File: src/rtl/control.sv
// Traffic-light sequencer for one approach: RED -> GREEN -> YELLOW -> RED,
// timed in blink beats, with traffic extension, pedestrian call and flashing-yellow maintenance.
`timescale 1ns/1ps
module control #(
  parameter int C_INT_RED        = 15,
  parameter int C_INT_GREEN      = 20,
  parameter int C_INT_YELLO      = 5,
  parameter int C_INT_PEDESTRIAN = 10
) (
  input  logic       clk,
  input  logic       rstb,
  input  logic       blink,
  input  logic       inMode,
  input  logic       inTraffic,
  input  logic       inPedestrian,
  output logic [1:0] outLight
);

  localparam logic [15:0] RED_N   = (C_INT_RED == 0)        ? 16'd1 : 16'(C_INT_RED);
  localparam logic [15:0] GREEN_N = (C_INT_GREEN == 0)      ? 16'd1 : 16'(C_INT_GREEN);
  localparam logic [15:0] YEL_N   = (C_INT_YELLO == 0)      ? 16'd1 : 16'(C_INT_YELLO);
  localparam logic [15:0] PED_N   = (C_INT_PEDESTRIAN == 0) ? 16'd1 : 16'(C_INT_PEDESTRIAN);
  // Hard cap kept one bit wider so a large green duration cannot wrap.
  localparam logic [16:0] GREEN_CAP = {GREEN_N, 1'b0};

  typedef enum logic [1:0] {
    RED    = 2'd0,
    GREEN  = 2'd1,
    YELLOW = 2'd2,
    FLASH  = 2'd3
  } stateT;

  stateT       state, stateNext;
  logic [15:0] count, countNext, cntInc;
  logic        pedLatch, pedNext;
  logic [1:0]  lightNext;

  logic [1:0]  blinkSr, modeSr, trafficSr, pedSr;
  logic        blinkPrev;
  logic        blinkS, modeS, trafficS, pedS, tick;

  assign blinkS   = blinkSr[1];
  assign modeS    = modeSr[1];
  assign trafficS = trafficSr[1];
  assign pedS     = pedSr[1];
  assign tick     = blinkS & ~blinkPrev;
  assign cntInc   = (count == 16'hFFFF) ? count : count + 16'd1;

  always_ff @(posedge clk or negedge rstb) begin
    if (!rstb) begin
      blinkSr   <= 2'b00;
      modeSr    <= 2'b00;
      trafficSr <= 2'b00;
      pedSr     <= 2'b00;
      blinkPrev <= 1'b0;
    end else begin
      blinkSr   <= {blinkSr[0], blink};
      modeSr    <= {modeSr[0], inMode};
      trafficSr <= {trafficSr[0], inTraffic};
      pedSr     <= {pedSr[0], inPedestrian};
      blinkPrev <= blinkS;
    end
  end

  // Phase transitions only happen on the edge carrying a tick; maintenance mode overrides at once.
  always_comb begin
    stateNext = state;
    if (modeS) begin
      stateNext = FLASH;
    end else begin
      case (state)
        RED:    if (tick && cntInc >= RED_N) stateNext = GREEN;
        GREEN: begin
          if (tick) begin
            if (pedLatch && cntInc >= PED_N)            stateNext = YELLOW;
            else if (cntInc >= GREEN_N && !trafficS)    stateNext = YELLOW;
            else if ({1'b0, cntInc} >= GREEN_CAP)       stateNext = YELLOW;
          end
        end
        YELLOW: if (tick && cntInc >= YEL_N) stateNext = RED;
        FLASH:  stateNext = RED;
        default: stateNext = RED;
      endcase
    end
  end

  always_comb begin
    countNext = count;
    if (stateNext != state) countNext = 16'd0;
    else if (tick)          countNext = cntInc;

    pedNext = pedLatch;
    if (stateNext != state && (stateNext == RED || stateNext == FLASH)) pedNext = 1'b0;
    if (pedS && state != FLASH && stateNext != FLASH)                   pedNext = 1'b1;

    case (stateNext)
      RED:     lightNext = 2'b01;
      GREEN:   lightNext = 2'b10;
      YELLOW:  lightNext = 2'b11;
      FLASH:   lightNext = blinkS ? 2'b11 : 2'b00;
      default: lightNext = 2'b01;
    endcase
  end

  always_ff @(posedge clk or negedge rstb) begin
    if (!rstb) begin
      state    <= RED;
      count    <= 16'd0;
      pedLatch <= 1'b0;
      outLight <= 2'b01;
    end else begin
      state    <= stateNext;
      count    <= countNext;
      pedLatch <= pedNext;
      outLight <= lightNext;
    end
  end

endmodule

File: config.mk
export PLATFORM = sky130hd
export DESIGN_NAME = control
export DESIGN_NICKNAME = d
export VERILOG_FILES = /design/src/rtl/control.sv
export SDC_FILE = /design/constraint.sdc
export NUM_CORES = 1
export LEC_CHECK = 0
export CAP_MARGIN = 15
export CORE_ASPECT_RATIO = 0.75
export CORE_MARGIN = 8
export CORE_UTILIZATION = 45
export CTS_CLUSTER_SIZE = 14
export DETAILED_ROUTE_END_ITERATION = 10
export DONT_BUFFER_PORTS = 1
export SETUP_SLACK_MARGIN = 0.1
export SYNTH_ARGS = -nofsm -noshare
export SYNTH_HDL_FRONTEND = slang
export SYNTH_SLANG_ARGS = --single-unit
File: constraint.sdc
create_clock -name clk -period 5.1 [get_ports clk]
set_input_delay 0.51 -clock clk [delete_from_list [all_inputs] [get_ports clk]]
set_output_delay 0.51 -clock clk [all_outputs]
set_load 0.01 [all_outputs]
-- Word-level counts from Yosys, hierarchy flattened
Index checks and enable logic that the tools add are counted.
W data, S select, Z words.
- register bits after elaboration: 30
- logic and storage cells: 55
- $add $sub $neg: 1
- $lt $le $gt $ge: 5
- equality and inequality tests: 10
- multiplexer cells: 15
- bitwise operators: 2
- reductions and logical operators: 13
- operators by type and width (kind ; number):
    $mux W16 ; 3
    $ge A16 B4 Y1 const B ; 2
    $add A16 B1 Y16 const B ; 1
    $eq A16 B16 Y1 const B ; 1
    $ge A16 B3 Y1 const B ; 1
    $ge A16 B5 Y1 const B ; 1
    $ge A16 B6 Y1 const B ; 1
    $mux W2 ; 8
    $pmux W2 S4 ; 2
    $eq A2 B2 Y1 const B ; 4
    $logic_and A1 B1 Y1 ; 7
    $eq A2 B1 Y1 const B ; 2
    $logic_not A2 Y1 ; 2
    $ne A2 B2 Y1 const B ; 2
    $reduce_bool A2 Y1 ; 2
    $mux W1 ; 2
    $ne A2 B2 Y1 ; 1
    $and A1 B1 Y1 ; 1
    $logic_not A1 Y1 ; 1
    $logic_or A1 B1 Y1 ; 1
    $not A1 Y1 ; 1

-- Longest topological paths before layout
Gate-level depths: netlist (run 1).
- depth after elaboration: 14
- gate-level depth with buffers: 13
- depth with buffers taken out: 12

-- Worst setup path after synthesis (run 1)
Ideal clock, no wire load.
- kind: register to register
- start point: register count[1]
- end point: register pedLatch
- arrival: 3084 ps
- slack: 1885 ps
- cell stages (with the launch flop): 13
- path buffers: 1
- clock period less this slack: 3215 ps
- path through: dfrtp_1 ha_1 nand3_2 or4_1 buf_2 mux2i_1 a311o_1 o21ai_0 nor3_1 or3_1 ha_1 o21ai_0 nand3_1
- word-level cells in the longest chain between the ends: 13
- RTL lines (element ; line ; RTL):
    start, declared ; 34 ; logic [15:0] count, countNext, cntInc;
    start signal, assigned ; 113 ; count <= countNext;
    $add A16 B1 Y16 / $eq A16 B16 Y1 (equally long branches) ; 47 ; assign cntInc = (count == 16'hFFFF) ? count : count + 16'd1;
    $mux W16 (*) ; 47 ;
    $ge A16 B6 Y1 / $ge A16 B5 Y1 (equally long branches) ; 77, 76 ;
    $mux W2 / $logic_and A1 B1 Y1 (equally long branches) ; 77, 76 ;
    $mux W2 ; 76 ; else if (cntInc >= GREEN_N && !trafficS) stateNext = YELLOW;
    $mux W2 ; 75 ; if (pedLatch && cntInc >= PED_N) stateNext = YELLOW;
    $mux W2 ; 74 ; if (tick) begin
    $pmux W2 S4 (*) ; 71 ; case (state)
    $mux W2 (*) ; 68 ; if (modeS) begin
    named net stateNext[0] ; 33 ; stateT state, stateNext;
    $eq A2 B2 Y1 / $logic_not A2 Y1 (equally long branches) ; 93 ; if (stateNext != state && (stateNext == RED || stateNext == FLASH)) pedNext = 1'b0;
    $logic_or A1 B1 Y1 ; 93 ;
    $logic_and A1 B1 Y1 ; 93 ;
    $reduce_bool A2 Y1 (no line) ; -- ;
    end signal, assigned ; 114 ; pedLatch <= pedNext;
    end, declared ; 35 ; logic pedLatch, pedNext;
The timed path passes the listed nets; every way through them passes the cells marked *.
A chain may end at the register's enable or synchronous reset.

-- Worst setup path in the final report (run 1)
- start point: register count[0]
- end point: register pedLatch
The elaborated chain is that of the path after synthesis.

==> results of run 1 <==
-- worst paths after layout --
path | slack (ns) | end | start | cells after the start
min in group clk | 0.25 | blinkSr[0]$_DFF_PN0_ | blink | 0
setup / recovery | 1.32 | pedLatch$_DFFE_PN0P_ | count[0]$_DFFE_PN0P_ | 11
hold / removal | 0.03 | count[6]$_DFFE_PN0P_ | rstb | 1
setup reg to reg | 1.32 | pedLatch$_DFFE_PN0P_ | count[0]$_DFFE_PN0P_ | 11
max in group asynchronous | 4.90 | state[1]$_DFF_PN0_ | rstb | 1
hold reg to reg | 0.35 | trafficSr[1]$_DFF_PN0_ | trafficSr[0]$_DFF_PN0_ | 0
-- sequential cells by signal (all words and copies together), names as in the netlist --
register,flops
blinkPrev,1
blinkSr,2
count,16
modeSr,2
outLight,2
pedLatch,1
pedSr,2
state,2
trafficSr,2
-- cell type report --
cell class,count,area share
Clock buffer,6,0.0384
Clock inverter,2,0.00581
Inverter,4,0.00698
Multi-Input combinational cell,170,0.550
Sequential cell,30,0.349
Tap cell,57,0.0331
Timing Repair Buffer,3,0.0163
-- logic make-up after synthesis --
family	after synthesis
AND/OR/NAND/NOR	111
XOR/XNOR	13
buffers and inverters	18
AO/OA/AOI/OAI	38
adder cells (fa/ha/maj)	4
multiplexers	4
flip-flops	30
-- per-layer routing --
layer / up-vias / share of wire / GRT usage
met5: - / 0 / 0
met4: 0 / 0.019 / 0.0676
met3: 10 / 0.088 / 0.0494
met2: 83 / 0.42 / 0.209
met1: 782 / 0.47 / 0.198
li1: 796 / - / -
-- layout by cell type, fill, tap and decap left out, types with 2 or more instances in the layout --
cell type	n
nand3b_1	2
buf_4	2
a311o_1	2
nand4_1	8
mux2i_1	2
nand2b_1	5
a31o_1	2
dfrtp_1	29
o21ai_0	8
xor2_1	5
nor3_1	9
inv_1	4
nor2_1	25
a21oi_2	2
nor4_1	7
nand2_1	14
ha_1	4
a21oi_1	8
xnor2_1	8
and4_1	6
a31oi_1	4
nand3_1	12
nor4_2	2
or3_1	2
clkbuf_8	6
mux2_1	2
nor3_2	10
-- stage by stage --
stage / setup slack, ns / cell area, um^2
final: 1.32 / 2150
after global routing: 1.13 / 2150
after CTS: 1.37 / 2150
after detailed placement: 1.39 / 2040
after global placement: 1.58 / 2040
after floorplan: 1.89 / 2020
-- power breakdown --
group / internal [mW] / switching, mW / leakage (nW) / total (mW)
Combinational: 0.0348 / 0.0587 / 0.395 / 0.0935
Sequential: 0.256 / 0.0228 / 0.382 / 0.279
Clock: 0.108 / 0.0968 / 0.0472 / 0.205
==> impl_results.md, run 1 <==
- Unrepaired setup endpoints after global routing: no
- Clk slew on worst S/H paths: 0.07 ns
- DRC violation total after the first TritonRoute iteration: 82
- Yosys top cell area share: 0.359
- Crit path cell chain: ha_1 > nand3_2 > or4_1 > mux2i_1 > a311o_1 > o21ai_0 > nor3_1 > or3_1 > ha_1 > o21ai_0 > nand3_1
- Max_cap viols: 0
- Wirelength per Cell: 17.3 um
- Synthesized flop and latch total: 30
- Post-synthesis mux area share: 0.0210
- Root buffer cell: clkbuf_8
- TNS Setup: 0 ns
- Fin nets: roughly 220
- Critical Path Max Stage Delay: 0.72 ns
- CTS Buffer Depth: 2
- Outcome: finished, final reports clean
- Synthesized-area fraction occupied by adder cells: 0.0248
- Largest family of logic cells by synthesized area: simple AND/OR/NAND/NOR gates
- Critical path class: register to register
- Crit path max-delay family: simple AND/OR/NAND/NOR gates
- GRT Residual Overflow: 0
- Final setup vio count: 0
- Final max-slew violation count: 0
- Crit path max fanout: 10
- CTS tree: built
- TritonRoute pass-1 iters: 4
- Leading post-synthesis cells by cell area: dfrtp_1 (36%), nor3_2 (5.0%), nor2_1 (4.6%)
- Vias: 1671
- Gate Count Post-Synth: 218
- Number of enable flip-flop cells after synthesis: 0
- Multi-input logic area: between 1000 and 1500 um^2
- Fmax: 264 MHz
- Initial core utilization: 0.461
- Die X: 93.4 um
- Core Rows: 21
- Vias in the first global route: 1604
- Final period util: 0.741
- Cts hold-fix bufs: 1
- WP data required: about 5.3 ns
- Post-synth top cells: dfrtp_1 (29), nor2_1 (25), nand2_1 (14)
- Fin cells: 272
- Avg Inst Size Synth: 9.27 um^2
- Predominant post-synthesis flop cell: dfrtp_1
- Simple-Gate Fraction of Synth Area: 0.340
- Most common cell in the netlist: dfrtp_1
- Post-DP HPWL: 3.26 mm
- Max transition margin: 0.582
- Total Power: 0.577 mW
- Die height: 74.1 um
- Critical path's slowest cell: or4_1
- Post-CTS setup repair buffer count: 0
- Final hold violations: 0
- # DRC: 0
- Via density per instance: 6.14
- Leakage: ~0.82 nW
- Worst-margin pin slew: about 0.63 ns
- Worst VDD drop: 0.137 mV
- Post-synth top area cell: dfrtp_1
- Fill cells: 397
- IO buf count: 0
- Final core utilization: 0.490
- Crit path capture type: register
- Clock Latency Late Sink: approximately 0.29 ns
- Diode count: 0
- PwrDens: ~270 nW/um^2
- XOR/XNOR Fraction of Synth Area: 0.0563
- Yosys warnings: 0
- Total global routing track utilization: 0.148
- Fraction of layout cells with a size suffix above 1: 0.158
- Clk sinks: 30
- Num ports: 8
- Clk_skew: 0.00599 ns
- Final WL: ~4.7 mm
- Post-Route Hold Slack: 0.0344 ns
- Hold/Removal Path Class: input pin to async pin
- WP data arrival: 3.94 ns
- H-tree lvl count: 2
- Compound-Gate Fraction of Synth Area: 0.144
- CP Buf/Inv Count: 0
- Antenna Nets Post-Route: 0
- Die area: 6920 um^2
- Net Count, Synth: 228
- Sequential fraction of the synthesis area: 0.372
- Startpoint Class: register
- Post-Synthesis Cell Area: 2020 um^2
- Post-layout minimum cycle time: 3.78 ns
- Post-cts sizing count: 0
- First-pass GRT wire length: 7.94 mm
- Gpl congestion: 0.976
- Placed Cells: 263
- P&R area growth vs syn: 6.44%
- Num CTS Buffers: 5
- Core area: 4390 um^2
- Async set-reset flop share out of synthesis: 1.00
- Synth cell types: 50
- Antenna violations before repair: 0
- FF+latch area: 752 um^2
- Largest net degree at the start of global routing: 30
(Power assumes the default switching activity.)
==> inputs of run 2 (changes only) <==
- clock period: 5.1 -> 3.6 ns (I/O delays scaled with it)
==> impl_results.md, run 2 (same netlist as run 1, synthesis figures left out) <==
- Commonest non-fill, non-tap cell in the layout: dfrtp_1
- Clock Latency Late Sink: 0.28 ns
- Fin cells: roughly 280
- Vias: between 1500 and 2000
- Clock network power share: 0.380
- CTS tree: built
- Post-DP HPWL: 3.47 mm
- Critical R2R Launch: count[1]$_DFFE_PN0P_
- Final period util: 0.904
- Via density per instance: ~6.1
- Antenna violations before repair: 0
- Placed Cells: 271
- TNS Setup: 0 ns
- Final instance area: 2270 um^2
- WP data arrival: 3.41 ns
- Largest net degree at the start of global routing: 31
- Final max-slew violation count: 0
- Clk slew on worst S/H paths: 0.06 ns
- Hold path cells: 0
- Wirelength per Cell: 16.8 um
- Worst-margin pin slew: 0.591 ns
- Num ports: 8
- CTS Buffer Depth: 2
- Worst VDD drop: approximately 0.29 mV
- Leakage: 0.887 nW
- Fin nets: around 240
- Final hold violations: 0
- DRC violation total after the first TritonRoute iteration: 125
- Most frequent cells in the layout: dfrtp_1 (28), nor2_1 (25), nand2_1 (14)
- Max FFs per register: 16
- Die area: 6920 um^2
- Core Rows: 21
- Crit path max fanout: 10
- Clk sinks: 30
- First-pass GRT wire length: 8.22 mm
- Min-delay src: inTraffic
- GRT Residual Overflow: 0
- Outcome: finished, final reports clean
- Num CTS Buffers: 5
- TritonRoute pass-1 iters: 5
- Critical path class: register to register
- Crit path capture type: register
- PwrDens: 384 nW/um^2
- Unrepaired setup endpoints after global routing: no
- Cell Area, Placed: 2100 um^2
- WP data required: 3.76 ns
- Die X: about 93 um
- Final setup vio count: 0
- Startpoint Class: register
- Hold/Removal Path Class: input pin to register
- Sequential Power Share: 0.444
- Vias in the first global route: roughly 1700
- Diode count: 0
- Clk_skew: 0.00533 ns
- IO buf count: 0
- NetSw: 0.247 mW
- Max_cap viols: 0
- Post-layout minimum cycle time: 3.25 ns
- Initial core utilization: 0.461
- Switching share of power: 0.283
- Max transition margin: 0.605
- Combinational power share: 0.176
- Internal: 0.625 mW
- Final WL: 4.75 mm
- FF-to-FF End: pedLatch$_DFFE_PN0P_
- Total global routing track utilization: 0.150
- P&R area growth vs syn: 12.4%
- Reg2Reg Setup Slack: 0.35 ns
- Most flops, register: count
- H-tree lvl count: 2
- Reg2reg path depth: 11
- Hold Crit Endpoint: trafficSr[0]$_DFF_PN0_
- Fill cells: 397
- Fmax: 307 MHz
- Die height: approximately 74 um
- Fraction of layout cells with a size suffix above 1: 0.212
- Core area: 4390 um^2
- # DRC: 0
- Root buffer cell: clkbuf_8
- Total Power: 0.872 mW
- Antenna Nets Post-Route: 0
- Gpl congestion: 1.06
==> run 2: metrics by stage <==
step	utilization	hold slack (ns)	setup slack, ns
2_1_floorplan	-	0.0644	0.385
3_3_place_gp	0.478	0.0656	0.146
3_5_place_dp	0.478	0.0656	-0.00846
4_1_cts	0.514	0.0933	0.209
5_1_grt	0.518	0.0807	0.108
6_report	0.518	0.103	0.347
==> run 2: layer usage <==
layer | part of all wire | up-vias | track usage
li1 | - | 823 | -
met1 | 0.48 | 808 | 0.208
met2 | 0.42 | 77 | 0.216
met3 | 0.089 | 7 | 0.0494
met4 | 0.011 | 0 | 0.0391
met5 | 0 | - | 0
==> run 2: area by class of cell <==
class                   instances  area, um^2  share of cell area
multi-input cells             170        1200               0.530
clock buffers                   5        68.8              0.0303
flip-flops and latches         30         753               0.331
inverters                       4        15.0             0.00661
repair buffers                 14         120              0.0529
clock inverters                 3        40.0              0.0176
well taps                      57        71.3              0.0314
==> run 2: critical path, stage by stage, from the launching register on <==
cell and delay, ns:
dfrtp_1 0.36, ha_2 0.27, nand3_4 0.16, nor3_1 0.20, mux2_1 0.37, nor4_2 0.26
nand4_2 0.22, a211o_1 0.30, a311o_1 0.43, ha_1 0.30, o21ai_0 0.16, nand3_1 0.09
==> run 2: how the worst max path moves through the flow <==
| stage | start | to | slack, ns |
|---|---|---|---|
| after floorplan | count[1]$_DFFE_PN0P_ | pedLatch$_DFFE_PN0P_ | 0.39 |
| after global placement | count[0]$_DFFE_PN0P_ | count[3]$_DFFE_PN0P_ | 0.15 |
| after detailed placement | count[0]$_DFFE_PN0P_ | count[12]$_DFFE_PN0P_ | -0.008 |
| after CTS | count[0]$_DFFE_PN0P_ | outLight[1]$_DFF_PN0_ | 0.21 |
| after global routing | count[2]$_DFFE_PN0P_ | outLight[1]$_DFF_PN0_ | 0.11 |
| final | count[1]$_DFFE_PN0P_ | pedLatch$_DFFE_PN0P_ | 0.35 |
==> run 2: timing repair <==
action,CTS,global route
endpoints found under the hold margin,30,0
pin swaps,1,2
resized for setup,1,5
setup buffers,2,0
endpoints found under the setup margin,17,5
hold buffers,2,0
==> run 2: power groups by stage <==
stage | Sequential, mW | Combinational (mW) | Clock, mW
floorplan | 0.385 | 0.110 | 0
global placement | 0.391 | 0.131 | 0
detailed placement | 0.393 | 0.135 | 0
CTS | 0.387 | 0.150 | 0.340
global route | 0.391 | 0.170 | 0.357
finish | 0.387 | 0.153 | 0.331
